==> config.mk <==
export PLATFORM = sky130hd
export DESIGN_NAME = u2_to_zm_arbiter
export DESIGN_NICKNAME = d
export VERILOG_FILES = /design/src/rtl/u2_to_zm_arbiter_pkg.sv /design/src/rtl/u2_to_zm.sv /design/src/rtl/u2_to_zm_arbiter.sv
export SDC_FILE = /design/constraint.sdc
export NUM_CORES = 1
export LEC_CHECK = 0
export ABC_CLOCK_PERIOD_IN_PS = 3400
export CORE_MARGIN = 5
export CORE_UTILIZATION = 45
export CTS_BUF_LIST = sky130_fd_sc_hd__clkbuf_2
export DETAILED_ROUTE_END_ITERATION = 8
export DONT_BUFFER_PORTS = 1
export SLEW_MARGIN = 20
export SYNTH_ARGS = -nofsm -noshare
export SYNTH_HDL_FRONTEND = slang
export SYNTH_SLANG_ARGS = --single-unit
==> constraint.sdc <==
create_clock -name i_clk -period 3.4 [get_ports i_clk]
set_input_delay 0.34 -clock i_clk [delete_from_list [all_inputs] [get_ports i_clk]]
set_output_delay 0.34 -clock i_clk [all_outputs]
set_load 0.1 [all_outputs]
==> src/rtl/u2_to_zm_arbiter_pkg.sv <==
// Shared ALU-path definitions for the U2-to-ZM arbiter: FSM states, status codes
// and the requester count.
package u2_to_zm_arbiter_pkg;

    typedef enum logic [1:0] {
        IDLE = 2'd0,
        CONV = 2'd1,
        RESP = 2'd2
    } state_t;

    localparam logic [3:0] ST_OK  = 4'b0000;
    localparam logic [3:0] ST_OVF = 4'b1001;

    localparam int N_CH = 2;

endpackage

==> src/rtl/u2_to_zm.sv <==
// Combinational two's-complement to sign-magnitude converter.
// The most negative operand has no ZM equivalent; it is flagged with ST_OVF.
module u2_to_zm
    import u2_to_zm_arbiter_pkg::*;
#(
    parameter int M = 8,
    parameter int K = 8
) (
    input  logic [M-1:0] i_arg,
    output logic [K-1:0] o_result,
    output logic [3:0]   o_status
);

    logic [M-1:0] res;

    always_comb begin
        res      = i_arg;
        o_status = ST_OK;
        if (i_arg[M-1]) begin
            if (i_arg[M-2:0] == '0) begin
                res      = {1'b1, {(M-1){1'b0}}};
                o_status = ST_OVF;
            end else begin
                res = {1'b1, (~i_arg[M-2:0]) + {{(M-2){1'b0}}, 1'b1}};
            end
        end
    end

    assign o_result = K'(res);

endmodule

==> src/rtl/u2_to_zm_arbiter.sv <==
// Two-channel round-robin front end sharing one U2-to-ZM converter, with a
// tagged valid/ready response port and a saturating error counter.
//   state | meaning
//   IDLE  | offer grant to one channel, latch operand on handshake
//   CONV  | registered operand drives converter, capture result/status/id
//   RESP  | present response, hold until i_rsp_ready
module u2_to_zm_arbiter
    import u2_to_zm_arbiter_pkg::*;
#(
    parameter int M = 8,
    parameter int K = 8
) (
    input  logic                      i_clk,
    input  logic                      i_rst_n,
    input  logic [N_CH-1:0]           i_req_valid,
    input  logic [N_CH-1:0][M-1:0]    i_req_arg,
    output logic [N_CH-1:0]           o_req_ready,
    output logic                      o_rsp_valid,
    input  logic                      i_rsp_ready,
    output logic [K-1:0]              o_rsp_result,
    output logic [3:0]                o_rsp_status,
    output logic                      o_rsp_id,
    output logic [7:0]                o_err_cnt
);

    state_t       state_q, state_d;
    logic         ptr_q, ptr_d;
    logic [M-1:0] arg_q, arg_d;
    logic         id_q, id_d;
    logic [K-1:0] result_q, result_d;
    logic [3:0]   status_q, status_d;
    logic         rsp_id_q, rsp_id_d;
    logic [7:0]   err_cnt_q, err_cnt_d;

    logic         gnt;
    logic [K-1:0] conv_result;
    logic [3:0]   conv_status;

    u2_to_zm #(.M(M), .K(K)) u_conv (
        .i_arg    (arg_q),
        .o_result (conv_result),
        .o_status (conv_status)
    );

    // Pointer only breaks ties; a lone requester is always served.
    assign gnt = (&i_req_valid) ? ptr_q : i_req_valid[1];

    always_comb begin
        state_d     = state_q;
        ptr_d       = ptr_q;
        arg_d       = arg_q;
        id_d        = id_q;
        result_d    = result_q;
        status_d    = status_q;
        rsp_id_d    = rsp_id_q;
        err_cnt_d   = err_cnt_q;
        o_req_ready = '0;

        unique case (state_q)
            IDLE: begin
                o_req_ready[gnt] = i_req_valid[gnt];
                if (i_req_valid[gnt]) begin
                    arg_d   = i_req_arg[gnt];
                    id_d    = gnt;
                    ptr_d   = ~gnt;
                    state_d = CONV;
                end
            end
            CONV: begin
                result_d = conv_result;
                status_d = conv_status;
                rsp_id_d = id_q;
                if (conv_status != ST_OK && err_cnt_q != 8'hFF)
                    err_cnt_d = err_cnt_q + 8'd1;
                state_d = RESP;
            end
            RESP: begin
                if (i_rsp_ready)
                    state_d = IDLE;
            end
            default: state_d = IDLE;
        endcase
    end

    always_ff @(posedge i_clk or negedge i_rst_n) begin
        if (!i_rst_n) begin
            state_q   <= IDLE;
            ptr_q     <= 1'b0;
            arg_q     <= '0;
            id_q      <= 1'b0;
            result_q  <= '0;
            status_q  <= ST_OK;
            rsp_id_q  <= 1'b0;
            err_cnt_q <= 8'd0;
        end else begin
            state_q   <= state_d;
            ptr_q     <= ptr_d;
            arg_q     <= arg_d;
            id_q      <= id_d;
            result_q  <= result_d;
            status_q  <= status_d;
            rsp_id_q  <= rsp_id_d;
            err_cnt_q <= err_cnt_d;
        end
    end

    assign o_rsp_valid  = (state_q == RESP);
    assign o_rsp_result = result_q;
    assign o_rsp_status = status_q;
    assign o_rsp_id     = rsp_id_q;
    assign o_err_cnt    = err_cnt_q;

endmodule
==> impl_metrics.ini, run 1 <==
[synth]
synth.distinct_cells = 34
ys_seq_area_share_pct = 51.4
yosys_warnings = 0
synth-edff-count = 0
synth_top_area_cell = dfrtp_1
syn_area_per_cell_sq_um = 10.5
async_reset_ff_share_pct = 100
synth.top_cell.area_share_pct = 51.4
netlist_area_sq_um = 1460
synth-seq-cells = 30
synthTopCellsByArea = dfrtp_1 (51%), nand2_1 (4.6%), xor2_1 (4.2%), mux2i_1 (3.4%), a221o_1 (2.7%)
synth_ff_type = dfrtp_1
synth_cells = 139

[setup_path]
setup.worst_path.end_class = flop
critPathKind = reg -> reg
worstPathCellList = nand4_1 -> nor2_1 -> nor2_4 -> mux2_1
reg2reg_from = o_err_cnt[6]$_DFFE_PN0P_
cp.required_ns = 3.64
r2r_cells = 4
path_max_fanout = 5
crit_arrival_ns = 2.53
worstReg2RegEnd = o_err_cnt[1]$_DFFE_PN0P_
max_stage_delay_ns = 0.98
slowest_stage = dfrtp_1
critPathTopFamily = flip-flops
crit_buf_inv = 0
cp-start-kind = flop
ff2ff_setup_slack_ns = 1.12

[timing]
hold_viol = 0
slew_viol_final = 0
worst_slew_pin_slew_ns = 0.959
layout_min_cycle_time_ns = 2.28
fmax_ghz = 0.438
tns_ns = 0
rsz0062_at_grt = false
max_slew_margin_pct = 36.1
post-route-period-util_pct = 67.1
final-setup-viol-count = 0
finalClockSkew_ns = 0.0113

[place]
gp_congestion = 0.706
port_buffers = 0
dp_hpwl_um = 2100

[floorplanning]
fp.dieH_um = 67.0
num_rows = 20
die_x_um = 67.0
ios = 45
dieArea_sq_um = 4480
start_util_pct = 47.4
core-area_sq_um = 3080

[cts]
clock_sinks = 30
cts_buffer_depth = 2
clk_latency_ns = 0.36
cts-root-buf = clkbuf_2
cts_buffers = 5
postCtsSetupBuffers = 0
clk_pin_slew_ns = 0.14
cts_tree = done
htreeDepth = 2

[detailed_routing]
drt_iter0_markers = 43
via_count = 1013
routedWlPerCell_um = 14.1
drc = 0
antenna_left = 0
drtPass1Iterations = 4
viasPerCell = 5.19
drt-total-wl_um = 2740

[worst_hold_path]
hold_depth = 1
worstHoldEndpoint = state_q[1]$_DFFE_PN0P_
min_from = i_rsp_ready
hold_path_class = in -> reg

[grt]
grtUsageTotal_pct = 14.2
grt_max_degree = 31
antenna_found_initial = 0
grt_pass1_wl_um = 4660
grt_pass1_vias = 1006
overflow = 0

[layout]
final_common_cell = dfrtp_1
final_nets = 174
layout_common_cells = dfrtp_1 (29), nand2_1 (18), buf_4 (9)
area_growth_pct = 10.3
fillerInstances = 302
diodes = 0
drive_above_1_share_pct = 18.5

[run_status]
status = finished, final reports clean

[run]
maxCapViolations = 0
[registers in the layout (all words and copies together) (netlist names)]
register,cells
o_rsp_result,8
state_q,2
o_err_cnt,8
arg_q,8
o_rsp_status,1
ptr_q,1
id_q,1
o_rsp_id,1
[final cells by class]
cell class	count	area (sq um)	share of cell area, %
well taps	44	55.1	3.42
flip-flops and latches	30	752	46.7
repair buffers	11	97.6	6.06
multi-input cells	98	652	40.5
clock buffers	7	35.0	2.18
inverters	5	18.8	1.17
[how the worst max path moves through the flow]
| stage | from | end | slack (ns) | cells after the start |
|---|---|---|---|---|
| 2_1_floorplan | i_req_valid[0] | arg_q[3]$_DFFE_PN0P_ | 0.92 | 4 |
| 4_1_cts | o_err_cnt[6]$_DFFE_PN0P_ | o_err_cnt[1]$_DFFE_PN0P_ | 1.11 | 4 |
| 5_1_grt | o_err_cnt[6]$_DFFE_PN0P_ | o_err_cnt[1]$_DFFE_PN0P_ | 0.98 | 4 |
| 6_report | o_err_cnt[6]$_DFFE_PN0P_ | o_err_cnt[1]$_DFFE_PN0P_ | 1.12 | 4 |
| 3_5_place_dp | o_err_cnt[6]$_DFFE_PN0P_ | o_err_cnt[1]$_DFFE_PN0P_ | 1.14 | 4 |
| 3_3_place_gp | o_err_cnt[6]$_DFFE_PN0P_ | o_err_cnt[1]$_DFFE_PN0P_ | 1.21 | 4 |
[cell usage after synthesis (2+ instances only)]
cell type,number
dfrtp_1,30
nand2_1,18
nor2_1,8
o21ai_1,8
xor2_1,7
inv_1,5
mux2i_1,5
nand2b_1,5
o21ai_0,5
a221o_1,4
and3_1,4
nand3_1,4
a22o_1,3
buf_4,3
clkbuf_1,3
nor3_2,3
xnor2_1,3
a31oi_1,2
ha_1,2
mux2_1,2
nor4_2,2
[per-layer routing]
metal	wire length (um)	track usage, %
met5	0	0
met4	46	6.08
met3	245	6.58
met2	1300	23.1
met1	1150	15.9
[through the flow]
step | hold slack (ns) | util (%) | instances | setup WS [ns] | cell area (sq um)
2_1_floorplan | 0.0444 | - | 140 | 0.918 | 1460
3_3_place_gp | 0.0455 | 50.2 | 186 | 1.21 | 1550
3_5_place_dp | 0.0455 | 50.2 | 186 | 1.14 | 1550
4_1_cts | 0.0728 | 52.3 | 195 | 1.11 | 1610
5_1_grt | 0.0749 | 52.3 | 195 | 0.978 | 1610
6_report | 0.0849 | 52.3 | 195 | 1.12 | 1610
[repair_timing]
action                    CTS  global route
hold endpoints to repair   30             0
hold buffers                2             0
resized for setup           0             0
[cells by family (layout without fill, tap and decap cells)]
family	count (synthesis)	count (layout)	share of synthesized area, %
simple gates	52	52	20.1
flops	30	30	51.4
compound gates	25	25	11.2
buf+inv	12	23	4.37
xor+xnor	10	10	6.00
mux	7	7	4.97
fa+ha+maj	2	2	1.71
other cells	1	2	0.257
Power of run 1 is left out: the tool's default activity adds up to more than one toggle a clock period on the data nets, which glitch-free logic cannot reach.
==> run 2: changes to the inputs <==
--- a/config.mk
+++ b/config.mk
@@ -5,7 +5,7 @@
 export SDC_FILE = /design/constraint.sdc
 export NUM_CORES = 1
 export LEC_CHECK = 0
-export ABC_CLOCK_PERIOD_IN_PS = 3400
+export ABC_CLOCK_PERIOD_IN_PS = 1950
 export CORE_MARGIN = 5
 export CORE_UTILIZATION = 45
 export CTS_BUF_LIST = sky130_fd_sc_hd__clkbuf_2
==> constraint.sdc (replaced) <==
create_clock -name i_clk -period 1.95 [get_ports i_clk]
set_input_delay 0.195 -clock i_clk [delete_from_list [all_inputs] [get_ports i_clk]]
set_output_delay 0.195 -clock i_clk [all_outputs]
set_load 0.1 [all_outputs]
==> run 2 against run 1 <==
Net effect: the flow now finishes with violations (setup timing); sequential cell count did not move; non-clock buffer count rose by 31; wire length grew 12%; first-iteration DRC count is 19% higher; critical path depth grew 2; core utilization rose by 11 points.
==> impl_metrics.ini, run 2 (synthesis gave the netlist of run 1 again) <==
[detailed_routing]
antenna_left = 0
routedWlPerCell_um = 13.5
via_count = 1144
drt-total-wl_um = 3070
drc = 0
drt_iter0_markers = 51
viasPerCell = 5.04
drtPass1Iterations = 4

[layout]
layout_common_cells = buf_4 (31), dfrtp_1 (24), nand2_1 (18)
final_nets = 205
final_common_cell = buf_4
diodes = 0
fillerInstances = 281
area_growth_pct = 32.6
fin_util_pct = 62.9
fin_cells = 227
drive_above_1_share_pct = 34.4

[power_and_ir_drop]
comb_power_share_pct = 64.2
p_int_w = 0.00161
fin_total_pwr_w = 0.00349
p_leak_nw = 0.945
netSwitchingPower_w = 0.00188
swShare_pct = 53.8
irDropWorstVdd_mv = 0.939
p_per_area_nw_per_um2 = 1800
seqPwrFrac_pct = 27.6
p_clk_share_pct = 8.2

[setup_path]
r2r_cells = 6
cp-start-kind = flop
critPathKind = reg -> reg
setup.worst_path.end_class = flop
crit_arrival_ns = 2.28
path_max_fanout = 6
reg2reg_from = arg_q[0]$_DFFE_PN0P_
ff2ff_setup_slack_ns = -0.09
cp.required_ns = 2.18
worstReg2RegEnd = o_err_cnt[6]$_DFFE_PN0P_

[floorplanning]
fp.dieH_um = 67.0
num_rows = 20
dieArea_sq_um = 4480
core-area_sq_um = 3080
ios = 45
die_x_um = 67.0
start_util_pct = 47.4

[cts]
cts_buffers = 5
clk_pin_slew_ns = 0.15
htreeDepth = 2
cts_tree = done
cts-root-buf = clkbuf_2
cts_buffer_depth = 2
clk_latency_ns = 0.34
clock_sinks = 30

[timing]
finalClockSkew_ns = 0.0176
post-route-period-util_pct = 105
rsz0062_at_grt = true
worst_slew_pin_slew_ns = 0.544
fmax_ghz = 0.489
slew_viol_final = 0
hold_viol = 0
setup_slack_ns = -0.0941
max_slew_margin_pct = 64.0
layout_min_cycle_time_ns = 2.04
final-setup-viol-count = 5

[grt]
antenna_found_initial = 0
overflow = 0
grt_pass1_vias = 1196
grt_pass1_wl_um = 5330
grt_max_degree = 31
grtUsageTotal_pct = 16.0

[run_status]
violations = setup timing
status = finished with violations

[place]
port_buffers = 0
dp_hpwl_um = 2360
gp_congestion = 0.736
dp_cells = 211
dpl_worst_slack_ns = -0.150

[worst_hold_path]
hold_path_class = in -> reg
hold_depth = 2
worstHoldEndpoint = arg_q[6]$_DFFE_PN0P_
min_from = i_req_arg[14]

[run]
maxCapViolations = 0
==> run 2: through the flow <==
step	cell area [sq um]	TNS [ns]	hold WS [ns]
2_1_floorplan	1480	-0.578	-0.101
3_3_place_gp	1770	-0.304	-0.0996
3_5_place_dp	1770	-0.681	-0.0995
4_1_cts	1920	-0.773	0.00423
5_1_grt	1940	-0.975	0.0236
6_report	1940	-0.337	0.0367
==> run 2: worst max-delay path by stage <==
stage	cells past startpoint	start	to	slack (ns)
floorplan	7	arg_q[0]$_DFFE_PN0P_	o_err_cnt[6]$_DFFE_PN0P_	-0.18
global placement	6	arg_q[0]$_DFFE_PN0P_	o_err_cnt[6]$_DFFE_PN0P_	-0.10
detailed placement	6	arg_q[0]$_DFFE_PN0P_	o_err_cnt[6]$_DFFE_PN0P_	-0.15
CTS	6	arg_q[0]$_DFFE_PN0P_	o_err_cnt[6]$_DFFE_PN0P_	-0.16
global route	7	arg_q[0]$_DFFE_PN0P_	o_err_cnt[7]$_DFFE_PN0P_	-0.17
finish	6	arg_q[0]$_DFFE_PN0P_	o_err_cnt[6]$_DFFE_PN0P_	-0.09
==> run 2: timing repair <==
item                       4_1_cts  5_1_grt
buffers inserted                 1        0
setup endpoints to repair        8       10
pin swaps                        1        2
resized for setup                4        5
hold buffers                     7        0
hold endpoints to repair        35        0
==> run 2: routing by layer <==
metal	wire length (um)	vias up	global-route usage (%)
met1	1250	536	18.4
met5	0	-	0
li1	-	566	-
met4	36	0	6.84
met3	204	4	4.22
met2	1580	38	27.7
==> run 2: cell type report <==
type	count	area, sq um	share of cell area [%]
clock buffer	6	30.0	1.55
clock inverter	2	8.76	0.452
inverter	5	18.8	0.969
multi-input combinational	98	691	35.7
sequential	30	758	39.1
tap	44	55.1	2.84
timing repair buffer	42	375	19.4
==> run 2: power by group through the flow <==
stage	combinational (W)	clock [W]	sequential, W
final	0.00224	0.000286	0.000963
after global routing	0.00240	0.000329	0.000990
after CTS	0.00225	0.000304	0.000966
after detailed placement	0.00221	0	0.000981
after global placement	0.00219	0	0.000973
after floorplan	0.000928	0	0.00172
==> run 2: worst max-delay path: stages, from the launching register on <==
cell	delay [ns]
dfrtp_1	0.40
inv_1	0.06
ha_1	0.15
or3b_4	0.38
or4_4	0.49
nor3_2	0.14
mux2_1	0.34
Note: power is estimated with default switching activity, not from simulation.
